<file path="src/rtl/fifo_shell_param_if.sv">
// Handshake bundle for fifo_shell_param: upstream push side, downstream pop side, flush and status.
// master = the environment driving the FIFO, slave = the FIFO itself.
interface fifo_shell_param_if #(
    parameter int unsigned DATA_WIDTH = 8,
    parameter int unsigned DEPTH      = 4
);
    localparam int unsigned CntW = $clog2(DEPTH + 1);

    logic                  u_i_ready;
    logic [DATA_WIDTH-1:0] data_in;
    logic                  i_i_ready;
    logic                  u_r_ready;
    logic [DATA_WIDTH-1:0] data_out;
    logic                  i_r_ready;
    logic                  flush;
    logic [CntW-1:0]       count;
    logic                  almost_full;
    logic                  almost_empty;

    modport master (
        output u_i_ready, data_in, u_r_ready, flush,
        input  i_i_ready, data_out, i_r_ready, count, almost_full, almost_empty
    );

    modport slave (
        input  u_i_ready, data_in, u_r_ready, flush,
        output i_i_ready, data_out, i_r_ready, count, almost_full, almost_empty
    );
endinterface

</file>
<file path="src/rtl/fifo_shell_param.sv">
// Circular-buffer FWFT FIFO with occupancy count, almost-full/empty flags and synchronous flush.
// Define FIFO_SHELL_BYPASS_EN for a zero-latency path through an empty FIFO.
module fifo_shell_param #(
    parameter int unsigned DATA_WIDTH = 8,
    parameter int unsigned DEPTH      = 4,
    parameter int unsigned AF_LEVEL   = DEPTH - 1,
    parameter int unsigned AE_LEVEL   = 1
) (
    input  logic                clock,
    input  logic                reset,
    fifo_shell_param_if.slave   bus
);
    localparam int unsigned PtrW = $clog2(DEPTH);
    localparam int unsigned CntW = $clog2(DEPTH + 1);
    localparam logic [CntW-1:0] Full  = CntW'(DEPTH);
    localparam logic [CntW-1:0] AfLvl = CntW'(AF_LEVEL);
    localparam logic [CntW-1:0] AeLvl = CntW'(AE_LEVEL);

    logic [DATA_WIDTH-1:0] r_mem [DEPTH];
    logic [PtrW-1:0]       r_wr_ptr;
    logic [PtrW-1:0]       r_rd_ptr;
    logic [CntW-1:0]       r_count;

    logic w_empty;
    logic w_full;
    logic w_bypass;
    logic w_push;
    logic w_pop;

    assign w_empty = (r_count == '0);
    assign w_full  = (r_count == Full);

`ifdef FIFO_SHELL_BYPASS_EN
    assign w_bypass = w_empty & bus.u_i_ready & bus.u_r_ready & ~bus.flush;
`else
    assign w_bypass = 1'b0;
`endif

    // A bypassed word is pushed and popped in the same cycle without touching storage.
    assign w_push = bus.u_i_ready & ~w_full & ~w_bypass;
    assign w_pop  = ~w_empty & bus.u_r_ready;

    assign bus.i_i_ready    = ~w_full;
    assign bus.i_r_ready    = ~w_empty | w_bypass;
    assign bus.count        = r_count;
    assign bus.almost_full  = (r_count >= AfLvl);
    assign bus.almost_empty = (r_count <= AeLvl);

    always_comb begin
        bus.data_out = '0;
        if (w_bypass) begin
            bus.data_out = bus.data_in;
        end else if (!w_empty) begin
            bus.data_out = r_mem[r_rd_ptr];
        end
    end

    // Storage carries no reset; validity is tracked by the count alone.
    always_ff @(posedge clock) begin
        if (reset && w_push && !bus.flush) begin
            r_mem[r_wr_ptr] <= bus.data_in;
        end
    end

    always_ff @(posedge clock or negedge reset) begin
        if (!reset) begin
            r_wr_ptr <= '0;
            r_rd_ptr <= '0;
            r_count  <= '0;
        end else if (bus.flush) begin
            r_wr_ptr <= '0;
            r_rd_ptr <= '0;
            r_count  <= '0;
        end else begin
            if (w_push) begin
                r_wr_ptr <= r_wr_ptr + PtrW'(1);
            end
            if (w_pop) begin
                r_rd_ptr <= r_rd_ptr + PtrW'(1);
            end
            case ({w_push, w_pop})
                2'b10:   r_count <= r_count + CntW'(1);
                2'b01:   r_count <= r_count - CntW'(1);
                default: r_count <= r_count;
            endcase
        end
    end
endmodule

</file>
<file path="src/flat_wrapper.sv">
// flat-port wrapper written by rule: the top's interface ports become plain ports
module fifo_shell_param_flat 
#(
    parameter int unsigned DATA_WIDTH = 8,
    parameter int unsigned DEPTH      = 4,
    parameter int unsigned AF_LEVEL   = DEPTH - 1,
    parameter int unsigned AE_LEVEL   = 1
)
  (clock, reset, bus_u_i_ready, bus_data_in, bus_u_r_ready, bus_flush, bus_i_i_ready, bus_data_out, bus_i_r_ready, bus_count, bus_almost_full, bus_almost_empty);
  fifo_shell_param_if #(.DATA_WIDTH(DATA_WIDTH), .DEPTH(DEPTH)) bus_i ();
  input  logic clock;
  input  logic reset;
  input wire logic [$bits(bus_i.u_i_ready)-1:0] bus_u_i_ready;
  input wire logic [$bits(bus_i.data_in)-1:0] bus_data_in;
  input wire logic [$bits(bus_i.u_r_ready)-1:0] bus_u_r_ready;
  input wire logic [$bits(bus_i.flush)-1:0] bus_flush;
  output wire logic [$bits(bus_i.i_i_ready)-1:0] bus_i_i_ready;
  output wire logic [$bits(bus_i.data_out)-1:0] bus_data_out;
  output wire logic [$bits(bus_i.i_r_ready)-1:0] bus_i_r_ready;
  output wire logic [$bits(bus_i.count)-1:0] bus_count;
  output wire logic [$bits(bus_i.almost_full)-1:0] bus_almost_full;
  output wire logic [$bits(bus_i.almost_empty)-1:0] bus_almost_empty;
  assign bus_i.u_i_ready = bus_u_i_ready;
  assign bus_i.data_in = bus_data_in;
  assign bus_i.u_r_ready = bus_u_r_ready;
  assign bus_i.flush = bus_flush;
  assign bus_i_i_ready = bus_i.i_i_ready;
  assign bus_data_out = bus_i.data_out;
  assign bus_i_r_ready = bus_i.i_r_ready;
  assign bus_count = bus_i.count;
  assign bus_almost_full = bus_i.almost_full;
  assign bus_almost_empty = bus_i.almost_empty;
  fifo_shell_param #(.DATA_WIDTH(DATA_WIDTH), .DEPTH(DEPTH), .AF_LEVEL(AF_LEVEL), .AE_LEVEL(AE_LEVEL)) u_core (.clock(clock), .reset(reset), .bus(bus_i));
endmodule
</file>
<file path="config.mk">
export PLATFORM = sky130hd
export DESIGN_NAME = fifo_shell_param_flat
export DESIGN_NICKNAME = d
export VERILOG_FILES = /design/src/rtl/fifo_shell_param_if.sv /design/src/rtl/fifo_shell_param.sv /design/src/flat_wrapper.sv
export SDC_FILE = /design/constraint.sdc
export NUM_CORES = 1
export LEC_CHECK = 0
export ABC_AREA = 0
export BUFFER_PORTS_ARGS = -buffer_cell sky130_fd_sc_hd__buf_2
export CORE_MARGIN = 1
export CORE_UTILIZATION = 40
export CTS_BUF_LIST = sky130_fd_sc_hd__clkbuf_8
export DETAILED_ROUTE_END_ITERATION = 12
export PLACE_DENSITY = 0.67
export SYNTH_ARGS = -nofsm -noshare
export SYNTH_HDL_FRONTEND = slang
export SYNTH_SLANG_ARGS = --single-unit
</file>
<file path="constraint.sdc">
create_clock -name clock -period 5.3 [get_ports clock]
set_clock_uncertainty 0.05 [all_clocks]
set_input_delay 0.265 -clock clock [delete_from_list [all_inputs] [get_ports clock]]
set_output_delay 0.265 -clock clock [all_outputs]
set_load 0.03 [all_outputs]
</file>
Yosys cells after proc, flatten, opt, wreduce, memory -nomap -nowiden
Memory sizes are Yosys's and may differ from the RTL's.
Index checks and enable logic that the tools add are counted.
- register bits after elaboration: 7
- RAM bits: 32
- input port bits: 13
- output and inout port bits: 15
- logic and storage cells: 33
- memories kept: 1
- memories (memory ; depth ; width ; read ports ; clocked after memory_dff ; wr ports ; line ; source):
    u_core.r_mem ; 4 ; 8 ; 1 ; 0 ; 1 ; fifo_shell_param.sv:19 ; logic [DATA_WIDTH-1:0] r_mem [DEPTH];
- add/sub/neg operators: 4
- $lt $le $gt $ge: 2
- equality and inequality tests: 3
- muxes and demuxes: 9
- bitwise logic cells: 4
- reductions and logical operators: 7
- operator list (cell ; number):
    2-to-1 mux 2 bit ; 4
    2-to-1 mux 8 bit ; 1
    one-hot mux 3 bit (2 select lines) ; 1
    adder 2 x 1 -> 2 bit (second input constant) ; 2
    nonzero test 2 bit ; 2
    adder 3 x 1 -> 3 bit (second input constant) ; 1
    == test 3 bit (second input constant) ; 1
    >= comparator 3 x 2 -> 1 bit (second input constant) ; 1
    <= comparator 3 x 1 -> 1 bit (second input constant) ; 1
    logical NOT 3 bit ; 1
    2-to-1 mux 3 bit ; 1
    nonzero test 3 bit ; 1
    subtractor 3 x 1 -> 3 bit (second input constant) ; 1
    bitwise AND 1 bit ; 2
    == test 2 x 1 -> 1 bit (second input constant) ; 1
    == test 2 bit (second input constant) ; 1
    logical AND 1 bit ; 2
    2-to-1 mux 1 bit ; 2
    inverter 1 bit ; 2
    logical NOT 1 bit ; 1

Logic depth before layout (Yosys ltp)
Gate-level depths: netlist of the first run.
- word-level depth: 7
- depth in mapped cells: 7
- depth with buffers taken out: 6

Worst setup path after synthesis of the first run
No wires, ideal clock.
- path kind: reg2reg
- start: register u_core.r_count[0], in the netlist u_core.bus.count[0]
- end: memory u_core.r_mem[0][0] (enable)
- setup time: 0.332 ns
- arrival time: 1.871 ns
- required time: 4.918 ns
- slack: 3.047 ns
- stages on the path, launching flop included: 7
- buffers on the path: 1
- clock period less this slack: 2.253 ns
- cell sequence: dfrtp_1 -> inv_1 -> ha_1 -> a21bo_1 -> buf_6 -> nor3b_1 -> and2_1
- longest elaborated chain between the ends: 7
- RTL lines (what ; line ; source):
    from (decl) ; fifo_shell_param.sv:22 ; logic [CntW-1:0] r_count;
    from (signal assigned) ; fifo_shell_param.sv:82 ; 2'b10: r_count <= r_count + CntW'(1);
    from (signal assigned) ; fifo_shell_param.sv:83 ; 2'b01: r_count <= r_count - CntW'(1);
    from (signal assigned) ; fifo_shell_param.sv:84 ; default: r_count <= r_count;
    == test 3 bit ; fifo_shell_param.sv:31 ; assign w_full = (r_count == Full);
    inverter 1 bit ; fifo_shell_param.sv:40 ; assign w_push = bus.u_i_ready & ~w_full & ~w_bypass;
    bitwise AND 1 bit ; fifo_shell_param.sv:40 ;
    logical AND 1 bit (2 in a row) ; fifo_shell_param.sv:60 ; if (reset && w_push && !bus.flush) begin
    2-to-1 mux 1 bit ; fifo_shell_param.sv:60 ;
    2-to-1 mux 1 bit (implied by the code) ; fifo_shell_param.sv:61 ; r_mem[r_wr_ptr] <= bus.data_in;
    to (decl) ; fifo_shell_param.sv:19 ;
Every way passes these cells.

Final worst setup path of the first run
- start: register u_core.r_count[1], in the netlist u_core.bus.count[1]
- end: memory u_core.r_mem[1][2] (enable)
The elaborated chain is that of the path after synthesis.

==> results.sh, run 1 <==
export IMPL_power_density_nw_per_um2=532
export IMPL_m1WireLength_um=1560
export IMPL_yosys_warnings=0
export IMPL_synth_avg_cell_area_sq_um=15.5
export IMPL_io_pins=28
export IMPL_path_class="flip-flop to flip-flop"
export IMPL_synth_cell_area_sq_um=1800
export IMPL_async_flop_share_pct=17.9
export IMPL_detail_route_antenna_nets=0
export IMPL_first_pass_iters=4
export IMPL_fin_ws_ps=3050
export IMPL_maxCapViolations=0
export IMPL_place_area_sq_um=1960
export IMPL_setup_tns_ps=0
export IMPL_period_share_pct=42.5
export IMPL_rr_worst_depth=5
export IMPL_antenna_found_initial=0
export IMPL_critPathCaptureType="flip-flop"
export IMPL_hold_ws_ps=155
export IMPL_multiInputGateArea_sq_um=598
export IMPL_core_area_sq_um=4350
export IMPL_total_power_mw=1.09
export IMPL_grt_pass1_vias=1131
export IMPL_die_area_sq_um=4770
export IMPL_hold_depth=1
export IMPL_vias_per_cell=4.96
export IMPL_final_util_pct=47.1
export IMPL_cp_arrival_ps=2140
export IMPL_final_cell_mix="32 x edfxtp_1, 27 x buf_2, 13 x and2_1, 10 x inv_1, 9 x ha_1"
export IMPL_finalSetupViolations=0
export IMPL_maxUsedRoutingLayer="met4"
export IMPL_startpoint_type="flip-flop"
export IMPL_slew_limit_headroom_pct=63.1
export IMPL_cts_tree="yes"
export IMPL_tightest_slew_ps=553
export IMPL_die_width_um=69.1
export IMPL_post_cts_setup_buffer_count=0
export IMPL_leakagePower_nw=0.802
export IMPL_drive_gt1_share_pct=29.5
export IMPL_drc=0
export IMPL_cts_buffers=5
export IMPL_wl_met2_um=1440
export IMPL_synth_seq_cells=39
export IMPL_rsz0062_at_grt="no"
export IMPL_insertion_delay_ps=280
export IMPL_fin_cells=198
export IMPL_row_count=24
export IMPL_critPathRequiredTime_ps=5190
export IMPL_cts_resized=0
export IMPL_gp_congestion=0.905
export IMPL_clock_root_buffer="clkbuf_8"
export IMPL_h_tree_depth=2
export IMPL_netlist_instances=116
export IMPL_cts_hold_buf=1
export IMPL_grt_pass1_wl_um=5600
export IMPL_hp_class="input pin to flip-flop"
export IMPL_clk_pin_slew_ps=70
export IMPL_initial_utilization_pct=41.4
export IMPL_dpl_cell_count=189
export IMPL_place_ws_ps=3030
export IMPL_synth_edf_count=32
export IMPL_antennaDiodeCount=0
export IMPL_seqCellArea_sq_um=1140
export IMPL_avgRoutedWirePerCell_um=16.1
export IMPL_dr_first_iter_drc_count=52
export IMPL_max_clock_freq_ghz=0.444
export IMPL_vdd_drop_max_v=0.000153
export IMPL_area_growth_pct=13.9
export IMPL_yosys_most_used_dff="edfxtp_1"
export IMPL_ys_types=30
export IMPL_status="finished clean"
export IMPL_wl_met3_um=148
export IMPL_grt_usage_pct=15.7
export IMPL_min_period_ps=2250
export IMPL_critPathMaxFanout=8
export IMPL_final_max_slew_viol_count=0
export IMPL_fin_area_sq_um=2050
export IMPL_clkSinkCount=39
export IMPL_cts_buffer_depth=2
export IMPL_layout_nets=167
export IMPL_yosysSeqAreaShare_pct=63.1
export IMPL_nFillCells=364
export IMPL_place_hpwl_um=2380
export IMPL_vias=983
export IMPL_syn_nets=138
export IMPL_port_buffers=27
export IMPL_grt_max_degree=14
export IMPL_layout_commonest_cell="edfxtp_1"
export IMPL_hold_viol=0
export IMPL_routed_wirelength_um=3190
export IMPL_grt_overflow=0
export IMPL_die_y_um=69.1
-- kinds of logic (layout without fill, tap and decap cells) --
kind of cell             count (synthesis)  in the layout  share of synthesized area [%]
AO/OA/AOI/OAI                           12             12                           5.00
XOR/XNOR                                 4              4                           1.95
adder cells (fa/ha/maj)                  9              9                           6.25
buffers and inverters                   13             43                           3.68
flip-flops                              39             39                           63.1
multiplexers                             9              9                           10.6
AND/OR/NAND/NOR                         30             30                           9.38
-- metal layers --
metal | GRT usage, % | up-vias
met5 | 0 | -
met1 | 20.8 | 472
met2 | 24.1 | 25
li1 | - | 481
met4 | 6.58 | 0
met3 | 4.82 | 5
-- power breakdown --
group	total [mW]	internal (mW)	leakage (nW)	switching, mW
sequential	0.408	0.361	0.382	0.0470
combinational	0.504	0.189	0.367	0.315
clock	0.179	0.0875	0.0519	0.0919
-- synthesized netlist by cell type (all sizes together), types with 3 or more instances --
master,instances,area share [%]
a21oi,3,0.83
and2,13,4.5
buf,5,2.0
dfrtp,7,9.7
edfxtp,32,53
ha,9,6.3
inv,7,1.5
mux4,8,10
nand2,4,0.83
nor2,7,1.5
-- worst max-delay path: stages, from the launching register on --
cell and delay [ps]:
dfrtp_1 410, inv_1 120, ha_1 280, a21bo_1 290, nor3b_1 330, and2_1 420
-- layout make-up --
class                           count  share of cell area (%)
Inverter                            7                    1.28
Clock inverter                      3                   0.549
Sequential cell                    39                    55.4
Timing Repair Buffer               28                    7.08
Tap cell                           52                    3.17
Multi-Input combinational cell     64                    29.2
Clock buffer                        5                    3.36
-- registers in the layout (all words and copies together), names as in the netlist --
signal            count
u_core.bus.count      3
u_core.r_mem         32
u_core.r_rd_ptr       2
u_core.r_wr_ptr       2
-- final timing paths --
kind / to / slack, ps / start
setup / recovery: u_core.r_mem[1][2]$_DFFE_PP_ / 3050 / u_core.bus.count[1]$_DFFE_PN0P_
hold / removal: u_core.r_mem[0][1]$_DFFE_PP_ / 160 / bus_data_in[1]
setup reg to reg: u_core.r_mem[1][2]$_DFFE_PP_ / 3050 / u_core.bus.count[1]$_DFFE_PN0P_
hold reg to reg: u_core.r_wr_ptr[1]$_DFFE_PN0P_ / 540 / u_core.r_wr_ptr[1]$_DFFE_PN0P_
max in group asynchronous: u_core.bus.count[0]$_DFFE_PN0P_ / 4730 / reset
min in group asynchronous: u_core.bus.count[2]$_DFFE_PN0P_ / 300 / reset
(Power assumes the default switching activity.)
==> inputs of run 2 (changes only) <==
--- a/config.mk
+++ b/config.mk
@@ -5,13 +5,13 @@
 export SDC_FILE = /design/constraint.sdc
 export NUM_CORES = 1
 export LEC_CHECK = 0
-export ABC_AREA = 0
+export ABC_AREA = 1
 export BUFFER_PORTS_ARGS = -buffer_cell sky130_fd_sc_hd__buf_2
 export CORE_MARGIN = 1
 export CORE_UTILIZATION = 40
 export CTS_BUF_LIST = sky130_fd_sc_hd__clkbuf_8
 export DETAILED_ROUTE_END_ITERATION = 12
-export PLACE_DENSITY = 0.67
+export PLACE_DENSITY = 0.69
 export SYNTH_ARGS = -nofsm -noshare
 export SYNTH_HDL_FRONTEND = slang
 export SYNTH_SLANG_ARGS = --single-unit
==> constraint.sdc (replaced) <==
create_clock -name clock -period 1.9 [get_ports clock]
set_clock_uncertainty 0.05 [all_clocks]
set_input_delay 0.095 -clock clock [delete_from_list [all_inputs] [get_ports clock]]
set_output_delay 0.095 -clock clock [all_outputs]
set_load 0.03 [all_outputs]
==> run 2 against run 1 <==
  * Cell count grew 38%
  * Cell area grew 18%
  * Global-route usage grew 0.19 points
  * Worst hold slack lost 58 ps
  * Utilization grew 7.9 points
  * Area after synthesis grew 1.6%
  * Largest cell class unchanged
  * Highest routed layer unchanged
==> results.sh, run 2 <==
export IMPL_status="finished clean"
export IMPL_vias_per_cell=4.91
export IMPL_maxCapViolations=0
export IMPL_synth_cell_area_sq_um=1830
export IMPL_critPathMaxFanout=8
export IMPL_cp_arrival_ps=1650
export IMPL_port_buffers=27
export IMPL_fin_cells=273
export IMPL_place_hpwl_um=2570
export IMPL_routed_wirelength_um=3470
export IMPL_clkSinkCount=39
export IMPL_synthTopCellsByArea="edfxtp_1 53%, dfrtp_1 9.6%, nor2_1 8.6%"
export IMPL_initial_utilization_pct=41.7
export IMPL_hp_class="input pin to flip-flop"
export IMPL_final_cell_mix="38 x nor2_1, 32 x edfxtp_1, 19 x o21ai_0, 19 x buf_2, 14 x buf_4"
export IMPL_clk_pin_slew_ps=70
export IMPL_synth_edf_count=32
export IMPL_netlist_top_cells_count="42 x nor2_1, 32 x edfxtp_1, 19 x o21ai_0"
export IMPL_core_area_sq_um=4380
export IMPL_avgRoutedWirePerCell_um=12.7
export IMPL_h_tree_depth=2
export IMPL_hold_viol=0
export IMPL_async_flop_share_pct=17.9
export IMPL_area_growth_pct=31.9
export IMPL_clock_root_buffer="clkbuf_8"
export IMPL_leakagePower_nw=0.979
export IMPL_row_count=24
export IMPL_vdd_drop_max_v=0.000548
export IMPL_max_clock_freq_ghz=0.556
export IMPL_die_area_sq_um=4850
export IMPL_antennaDiodeCount=0
export IMPL_ys_types=22
export IMPL_hold_ws_ps=97.1
export IMPL_netlist_area_leader_share_pct=52.5
export IMPL_drive_gt1_share_pct=33.0
export IMPL_synth_largest_area_cell="edfxtp_1"
export IMPL_startpoint_type="flip-flop"
export IMPL_tightest_slew_ps=339
export IMPL_period_share_pct=94.6
export IMPL_path_class="flip-flop to primary output"
export IMPL_total_power_mw=3.10
export IMPL_final_max_slew_viol_count=0
export IMPL_critPathCaptureType="primary output"
export IMPL_largest_register_ffs=32
export IMPL_die_y_um=69.6
export IMPL_finalSetupViolations=0
export IMPL_insertion_delay_ps=290
export IMPL_layout_nets=242
export IMPL_syn_nets=193
export IMPL_die_width_um=69.6
export IMPL_rsz0062_at_grt="no"
export IMPL_min_period_ps=1800
export IMPL_netlist_instances=171
export IMPL_cts_tree="yes"
export IMPL_antenna_found_initial=0
export IMPL_yosysSeqAreaShare_pct=62.1
export IMPL_grt_max_degree=19
export IMPL_hold_depth=3
export IMPL_dpl_cell_count=252
export IMPL_grt_overflow=0
export IMPL_yosys_most_used_dff="edfxtp_1"
export IMPL_grt_pass1_vias=1319
export IMPL_slew_limit_headroom_pct=77.1
export IMPL_vias=1341
export IMPL_cts_buffers=5
export IMPL_grt_usage_pct=15.9
export IMPL_gp_congestion=0.786
export IMPL_setup_tns_ps=0
export IMPL_synth_avg_cell_area_sq_um=10.7
export IMPL_cts_buffer_depth=2
export IMPL_synth_seq_cells=39
export IMPL_yosys_warnings=0
export IMPL_largest_register="u_core.r_mem"
export IMPL_layout_commonest_cell="nor2_1"
export IMPL_hp_start="bus_u_i_ready"
export IMPL_detail_route_antenna_nets=0
export IMPL_drc=0
export IMPL_io_pins=28
export IMPL_yosysMostFrequentCell="nor2_1"
export IMPL_critPathRequiredTime_ps=1750
export IMPL_dr_first_iter_drc_count=54
export IMPL_power_density_nw_per_um2=1290
export IMPL_grt_pass1_wl_um=5990
export IMPL_rr_worst_depth=5
export IMPL_first_pass_iters=4
export IMPL_reg2reg_from="u_core.bus.count[1]$_DFFE_PN0P_"
export IMPL_cp_startpoint="u_core.bus.count[1]$_DFFE_PN0P_"
## run 2: layer usage
| metal | vias to the layer above | track usage, % | wire length [um] |
|---|---|---|---|
| met5 | - | 0 | 0 |
| met2 | 31 | 27.2 | 1790 |
| met1 | 625 | 19.2 | 1440 |
| li1 | 677 | - | - |
| met4 | 0 | 6.89 | 76 |
| met3 | 8 | 3.63 | 166 |
## run 2: worst paths after layout
kind / end / slack (ps)
max reg2reg: u_core.r_mem[3][7]$_DFFE_PP_ / 230
min reg2reg: u_core.r_wr_ptr[1]$_DFFE_PN0P_ / 600
max: bus_data_out[7] / 100
max in group asynchronous: u_core.r_rd_ptr[0]$_DFFE_PN0P_ / 1470
min in group asynchronous: u_core.r_wr_ptr[1]$_DFFE_PN0P_ / 130
min: u_core.r_wr_ptr[0]$_DFFE_PN0P_ / 100
## run 2: final cells by class
cell class,instances,area (sq um)
fill,380,1970
sequential,39,1140
multi-input combinational,110,677
timing repair buffer,46,343
inverter,18,71.3
clock buffer,5,68.8
tap,52,65.1
clock inverter,3,47.5
## run 2: metrics by stage
stage / setup slack (ps) / instance area (sq um) / util [%]
2_1_floorplan: 13.0 / 1870 / -
3_3_place_gp: 216 / 2090 / 47.7
3_5_place_dp: 156 / 2090 / 47.7
4_1_cts: 54.1 / 2360 / 53.9
5_1_grt: 14.2 / 2410 / 55.0
6_report: 102 / 2410 / 55.0
## run 2: cells by family after synthesis
logic type / Yosys count / synth area share (%)
buffers and inverters: 22 / 5.06
adder cells (fa/ha/maj): 9 / 6.16
flip-flops: 39 / 62.1
AND/OR/NAND/NOR: 67 / 16.8
AO/OA/AOI/OAI: 34 / 9.85
## run 2: critical path, stage by stage (launching register included)
cell        delay, ps
dfrtp_2           370
inv_1              60
ha_1              200
buf_4             150
nand2_4            70
clkinvlp_4         90
buf_12            150
a21oi_2           120
buf_6             150
## run 2: report_power, final
group | switching [mW] | leakage (nW) | internal (mW)
sequential | 0.0511 | 0.378 | 0.980
combinational | 0.856 | 0.542 | 0.522
clock | 0.296 | 0.0587 | 0.397
total | 1.20 | 0.979 | 1.90
## run 2: what timing repair did
| action | in CTS | in global routing |
|---|---|---|
| buffers inserted | 2 | 1 |
| hold buffers | 10 | 0 |
| gates cloned | 0 | 0 |
| resized for setup | 13 | 8 |
| endpoints found under the hold margin | 41 | 0 |
| setup endpoints to repair | 6 | 8 |
| pin swaps | 1 | 0 |
